===== src/rtl/pulse_width_meter.sv =====
// rtl/pulse_width_meter.sv - measures high time of an async input in whole microseconds
module pulse_width_meter #(
   parameter int CLOCK_SPEED_MHZ = 12,
   parameter int MAX_US          = 65535,
   parameter int SYNC_STAGES     = 2
) (
   input  logic                           CLK,
   input  logic                           RST,
   input  logic                           enable,
   input  logic                           sig_in,
   output logic [$clog2(MAX_US+1)-1:0]    width_us,
   output logic                           valid,
   output logic                           overflow,
   output logic                           busy
);

   localparam int UW = $clog2(MAX_US + 1);
   localparam int PW = $clog2(CLOCK_SPEED_MHZ) + 1;
   localparam int SS = (SYNC_STAGES < 2) ? 2 : SYNC_STAGES;

   localparam logic [PW-1:0] PRESC_LAST = PW'(CLOCK_SPEED_MHZ - 1);
   localparam logic [UW-1:0] US_MAX     = UW'(MAX_US);

   typedef enum logic [2:0] {
      S_IDLE,
      S_WAIT_LOW,
      S_ARM,
      S_MEASURE,
      S_OVER,
      S_DONE
   } state_t;

   state_t          state_q, state_d;
   logic [SS-1:0]   sync_q;
   logic [SS-1:0]   prime_q;
   logic            sp_q;
   logic [PW-1:0]   presc_q, presc_d;
   logic [UW-1:0]   us_q, us_d;
   logic            over_q, over_d;
   logic [UW-1:0]   width_q;
   logic            ovf_q;
   logic            valid_q;

   logic            s, rise, fall, primed;
   logic [PW-1:0]   base_p, inc_p;
   logic [UW-1:0]   base_u, inc_u;
   logic            wrap, hit;

   assign s      = sync_q[SS-1];
   assign rise   = s & ~sp_q;
   assign fall   = ~s & sp_q;
   // The chain is cleared by reset, so its output is not trusted until it has
   // been refilled from sig_in; otherwise a pulse in flight at reset release
   // would look like a fresh rising edge.
   assign primed = prime_q[SS-1];

   // Input synchroniser, previous-value register for edge detect, fill tracker
   always_ff @(posedge CLK or posedge RST) begin
      if (RST) begin
         sync_q  <= '0;
         prime_q <= '0;
         sp_q    <= 1'b0;
      end else begin
         sync_q  <= {sync_q[SS-2:0], sig_in};
         prime_q <= {prime_q[SS-2:0], 1'b1};
         sp_q    <= s;
      end
   end

   // One count step; a new pulse starts from zero so the rise cycle is high cycle 1
   always_comb begin
      base_p = (state_q == S_MEASURE) ? presc_q : '0;
      base_u = (state_q == S_MEASURE) ? us_q    : '0;
      wrap   = (base_p == PRESC_LAST);
      inc_p  = wrap ? '0 : base_p + PW'(1);
      inc_u  = wrap ? base_u + UW'(1) : base_u;
      hit    = wrap && ((base_u + UW'(1)) == US_MAX);
   end

   // Next-state and counter update
   always_comb begin
      state_d = state_q;
      presc_d = presc_q;
      us_d    = us_q;
      over_d  = over_q;
      case (state_q)
         S_IDLE: begin
            if (enable && primed) state_d = s ? S_WAIT_LOW : S_ARM;
         end
         S_WAIT_LOW: begin
            if (!s) state_d = S_ARM;
         end
         S_ARM: begin
            if (rise) begin
               presc_d = inc_p;
               us_d    = inc_u;
               over_d  = hit;
               state_d = hit ? S_OVER : S_MEASURE;
            end
         end
         S_MEASURE: begin
            if (fall) begin
               state_d = S_DONE;
            end else if (s) begin
               presc_d = inc_p;
               us_d    = inc_u;
               over_d  = hit;
               if (hit) state_d = S_OVER;
            end
         end
         S_OVER: begin
            if (fall) state_d = S_DONE;
         end
         S_DONE: begin
            // A pulse separated by a single low cycle rises while we publish
            if (!enable) begin
               state_d = S_IDLE;
            end else if (rise) begin
               presc_d = inc_p;
               us_d    = inc_u;
               over_d  = hit;
               state_d = hit ? S_OVER : S_MEASURE;
            end else begin
               state_d = S_ARM;
            end
         end
         default: state_d = S_IDLE;
      endcase
      if (!enable && (state_q != S_DONE)) state_d = S_IDLE;
   end

   // State and measurement counters
   always_ff @(posedge CLK or posedge RST) begin
      if (RST) begin
         state_q <= S_IDLE;
         presc_q <= '0;
         us_q    <= '0;
         over_q  <= 1'b0;
      end else begin
         state_q <= state_d;
         presc_q <= presc_d;
         us_q    <= us_d;
         over_q  <= over_d;
      end
   end

   // Result register and one-cycle strobe, loaded while in DONE
   always_ff @(posedge CLK or posedge RST) begin
      if (RST) begin
         width_q <= '0;
         ovf_q   <= 1'b0;
         valid_q <= 1'b0;
      end else begin
         valid_q <= (state_q == S_DONE);
         if (state_q == S_DONE) begin
            width_q <= us_q;
            ovf_q   <= over_q;
         end
      end
   end

   assign width_us = width_q;
   assign overflow = ovf_q;
   assign valid    = valid_q;
   assign busy     = (state_q == S_MEASURE) || (state_q == S_OVER);

endmodule


===== config.mk =====
export PLATFORM = sky130hd
export DESIGN_NAME = pulse_width_meter
export DESIGN_NICKNAME = d
export VERILOG_FILES = /design/src/rtl/pulse_width_meter.sv
export SDC_FILE = /design/constraint.sdc
export NUM_CORES = 1
export LEC_CHECK = 0
export CORE_ASPECT_RATIO = 0.5
export CORE_MARGIN = 4
export CORE_UTILIZATION = 55
export CTS_BUF_LIST = sky130_fd_sc_hd__clkbuf_4 sky130_fd_sc_hd__clkbuf_8
export DETAILED_ROUTE_END_ITERATION = 7
export GPL_ROUTABILITY_DRIVEN = 1
export GPL_TIMING_DRIVEN = 0
export PLACE_DENSITY = 0.77
export SLEW_MARGIN = 20
export SYNTH_ARGS = -nofsm -noshare
export SYNTH_HDL_FRONTEND = slang
export SYNTH_SLANG_ARGS = --single-unit

===== constraint.sdc =====
create_clock -name CLK -period 3.35 [get_ports CLK]
set_input_delay 0.8375 -clock CLK [delete_from_list [all_inputs] [get_ports CLK]]
set_output_delay 0.8375 -clock CLK [all_outputs]
set_load 0.02 [all_outputs]

==> results of run 1 <==
## layer usage
layer | vias to the layer above | global-route usage [%] | share of wire (%)
li1 | 949 | - | -
met1 | 1013 | 28.83 | 46
met2 | 60 | 31.65 | 47
met3 | 5 | 5.402 | 6.5
met4 | 0 | 4.486 | 0.63
met5 | - | 0 | 0
## per-stage QoR
stage               power, uW  hold slack, ns  utilization, %  area, um2  setup slack, ns
detailed placement       1193          0.3380           67.29       2761          0.05544
floorplan                1032          0.3312               -       2464           0.5245
CTS                      1567          0.3617           69.63       2858          0.03205
global route             1650          0.3645           69.82       2865          0.02491
finish                   1558          0.3591           69.82       2865           0.1880
global placement         1166          0.3342           66.80       2741           0.1479
## cell usage in the layout, fill, tap and decap left out, drive strengths merged, types with 3 or more instances in the layout
cell	count
dfrtp	48
nand2	24
clkdlybuf4s50	21
o21ai	21
nor2	20
mux2	18
a21oi	17
nand3	16
clkbuf	16
inv	11
nand4	7
mux2i	5
xnor2	4
nor3	4
and3	4
nor2b	3
a31oi	3
and2	3
ha	3
## sequential cells by signal (all words and copies together), names as in the netlist, 2 cells and up
name      flops
presc_q       5
state_q       3
prime_q       2
sync_q        2
width_us     16
us_q         16
## final cells by class
type | instances | area, um2 | share of cell area, %
sequential | 48 | 1201 | 41.92
clock inverter | 2 | 13.76 | 0.4803
tap | 54 | 67.56 | 2.358
timing repair buffer | 22 | 230.2 | 8.035
inverter | 10 | 37.54 | 1.310
buffer | 11 | 77.57 | 2.707
clock buffer | 6 | 82.58 | 2.882
multi-input combinational | 180 | 1155 | 40.31
## worst max path at each step
stage          depth (start not counted)                   start  slack, ns                   end
3_5_place_dp                          12  state_q[2]$_DFFE_PP0P_       0.06  us_q[13]$_DFFE_PP0P_
6_report                              11  state_q[2]$_DFFE_PP0P_       0.19    over_q$_DFFE_PP0P_
2_1_floorplan                         11  state_q[2]$_DFFE_PP0P_       0.52    over_q$_DFFE_PP0P_
4_1_cts                               12  state_q[2]$_DFFE_PP0P_       0.03  us_q[13]$_DFFE_PP0P_
5_1_grt                               11  state_q[2]$_DFFE_PP0P_       0.02   us_q[5]$_DFFE_PP0P_
3_3_place_gp                          11  state_q[2]$_DFFE_PP0P_       0.15    over_q$_DFFE_PP0P_
## logic make-up after synthesis
logic type	Yosys count
flops	48
simple gates	93
buf+inv	22
compound gates	55
other cells	1
xor+xnor	5
mux	23
fa+ha+maj	3
## power groups by stage
stage / Sequential [uW] / Clock (uW) / Combinational [uW]
finish: 737 / 369 / 452
global route: 751 / 401 / 498
CTS: 736 / 382 / 448
detailed placement: 747 / 0 / 446
global placement: 740 / 0 / 426
floorplan: 767 / 0 / 265
==> impl_metrics.toml, run 1 <==
[floorplanning]
io_pins = 23
dieArea_um2 = 5679
die_x_um = 102.7
start_util_pct = 60.03
core-area_um2 = 4104
num_rows = 16
die_y_um = 55.33

[global_route]
antenna_found_initial = 0
grt_start_max_net_pins = 29
grt_pass1_wl_um = 9390
first_global_vias = 1963
overflow = 0
grt.total_usage_pct = 20.47

[pwr]
p_leak_uw = 0.001247
worst_ir_drop_vdd_v = 0.0002828
seqPwrFrac_pct = 47.3
p_int_uw = 1023
combPwrFrac_pct = 29.0
pwr-share-clk_pct = 23.7
p_per_area_nw_per_um2 = 543.8
p_sw_uw = 535.3
swShare_pct = 34.35

[outcome]
status = "finished clean"

[worst_setup_path]
slowest_delay_ns = 0.47
crit_arrival_ns = 3.36
endpoint_kind = "register"
ff2ff_path_depth = 11
cpLargestDelayFamily = "simple AND/OR/NAND/NOR gates"
reg2reg_slack_ns = 0.19
r2r_start = "state_q[2]$_DFFE_PP0P_"
cp_data_required_time_ns = 3.54
crit_buf_inv = 3
cp_slowest_cell = "dfrtp_1"
crit_fanout = 10
r2r_end = "over_q$_DFFE_PP0P_"
cp_cell_sequence = "and3b_2, clkbuf_8, clkbuf_2, and2_1, ha_1, inv_1, or3_4, o21a_1, o21ai_2, and4b_4, mux2_2"
critical_path_class = "reg2reg"
cp-start-kind = "register"

[cts]
clk_latency_ns = 0.30
cts.repair.resized = 0
cts_tree = "yes"
root_buffer = "clkbuf_8"
hold_buffers = 0
cts_setup_buffers = 0
htree_num_levels = 2
cts_buffers = 5
clk_path_buf_depth = 2
cts_sinks = 48
cts.clk_slew.worst_paths_ns = 0.09

[route]
drc = 0
ant_nets = 0
avgViaCountPerCell = 6.087
wl_per_cell_um = 16.13
drt-pass1-iter-count = 4
vias = 2027
drt_iter0_drc = 140
drt-total-wl_um = 5371

[synth]
synth_fa_ha_area_share_pct = 1.524
syn_nets = 257
syn_avg_cell_area_um2 = 9.854
synth_top_area_cell = "dfrtp_1"
synth-simple-area-share_pct = 19.40
synth_xor_area_share_pct = 1.778
synthMuxAreaShare_pct = 10.26
yosys-top-cells-area = "dfrtp_1, mux2_2, o21ai_0"
async_flop_share_pct = 100.0
yosys_warnings = 0
ys_types = 45
ys.flop_type = "dfrtp_1"
synth_edf_count = 0
ys_top_cells_by_count = "dfrtp_1, nand2_1, nor2_1, o21ai_0, mux2_2"
synth_top_cell_area_share_pct = 48.76
synth_compound_area_share_pct = 13.46
synth-seq-cells = 48
synth_top_family_by_area = "simple AND/OR/NAND/NOR gates"
synth.most_common_cell = "dfrtp_1"
syn_inst = 250
yosysSeqAreaShare_pct = 48.76
syn-cell-area_um2 = 2464

[cells_and_area]
drive_above_1_share_pct = 16.85
final_cells = 333
final_nets = 285
syn2layout_area_growth_pct = 16.30
antennaDiodeCount = 0
n_fill_cell = 316

[placement]
io_buffers = 21
dp.cells = 326
gp_congestion = 0.8673
dp_hpwl_um = 3917

[hold_path]
whs_path_depth = 0
holdPathEnd = "prime_q[1]$_DFF_PP0_"
hp-start = "prime_q[0]$_DFF_PP0_"
worstHoldPathType = "reg2reg"

[sta]
slew_headroom_pct = 56.98
finalHoldViolCount = 0
skew_ns = 0.002967
tightest_slew_ns = 0.6453
setup_tns_ns = 0
rsz0062_at_grt = "no"
slew_violations = 0
final.min_clock_period_ns = 3.162
max_freq_mhz = 316.3
finalSetupViolCount = 0
period_share_pct = 94.39

[job]
maxCapViolCount = 0
(Power assumes the default switching activity.)
==> inputs of run 2 (changes only) <==
--- a/config.mk
+++ b/config.mk
@@ -9,6 +9,7 @@
 export CORE_MARGIN = 4
 export CORE_UTILIZATION = 55
 export CTS_BUF_LIST = sky130_fd_sc_hd__clkbuf_4 sky130_fd_sc_hd__clkbuf_8
+export CTS_CLUSTER_DIAMETER = 40
 export DETAILED_ROUTE_END_ITERATION = 7
 export GPL_ROUTABILITY_DRIVEN = 1
 export GPL_TIMING_DRIVEN = 0
==> results of run 2 <==
The final DEF is identical to that of run 1; final timing and power are the same.
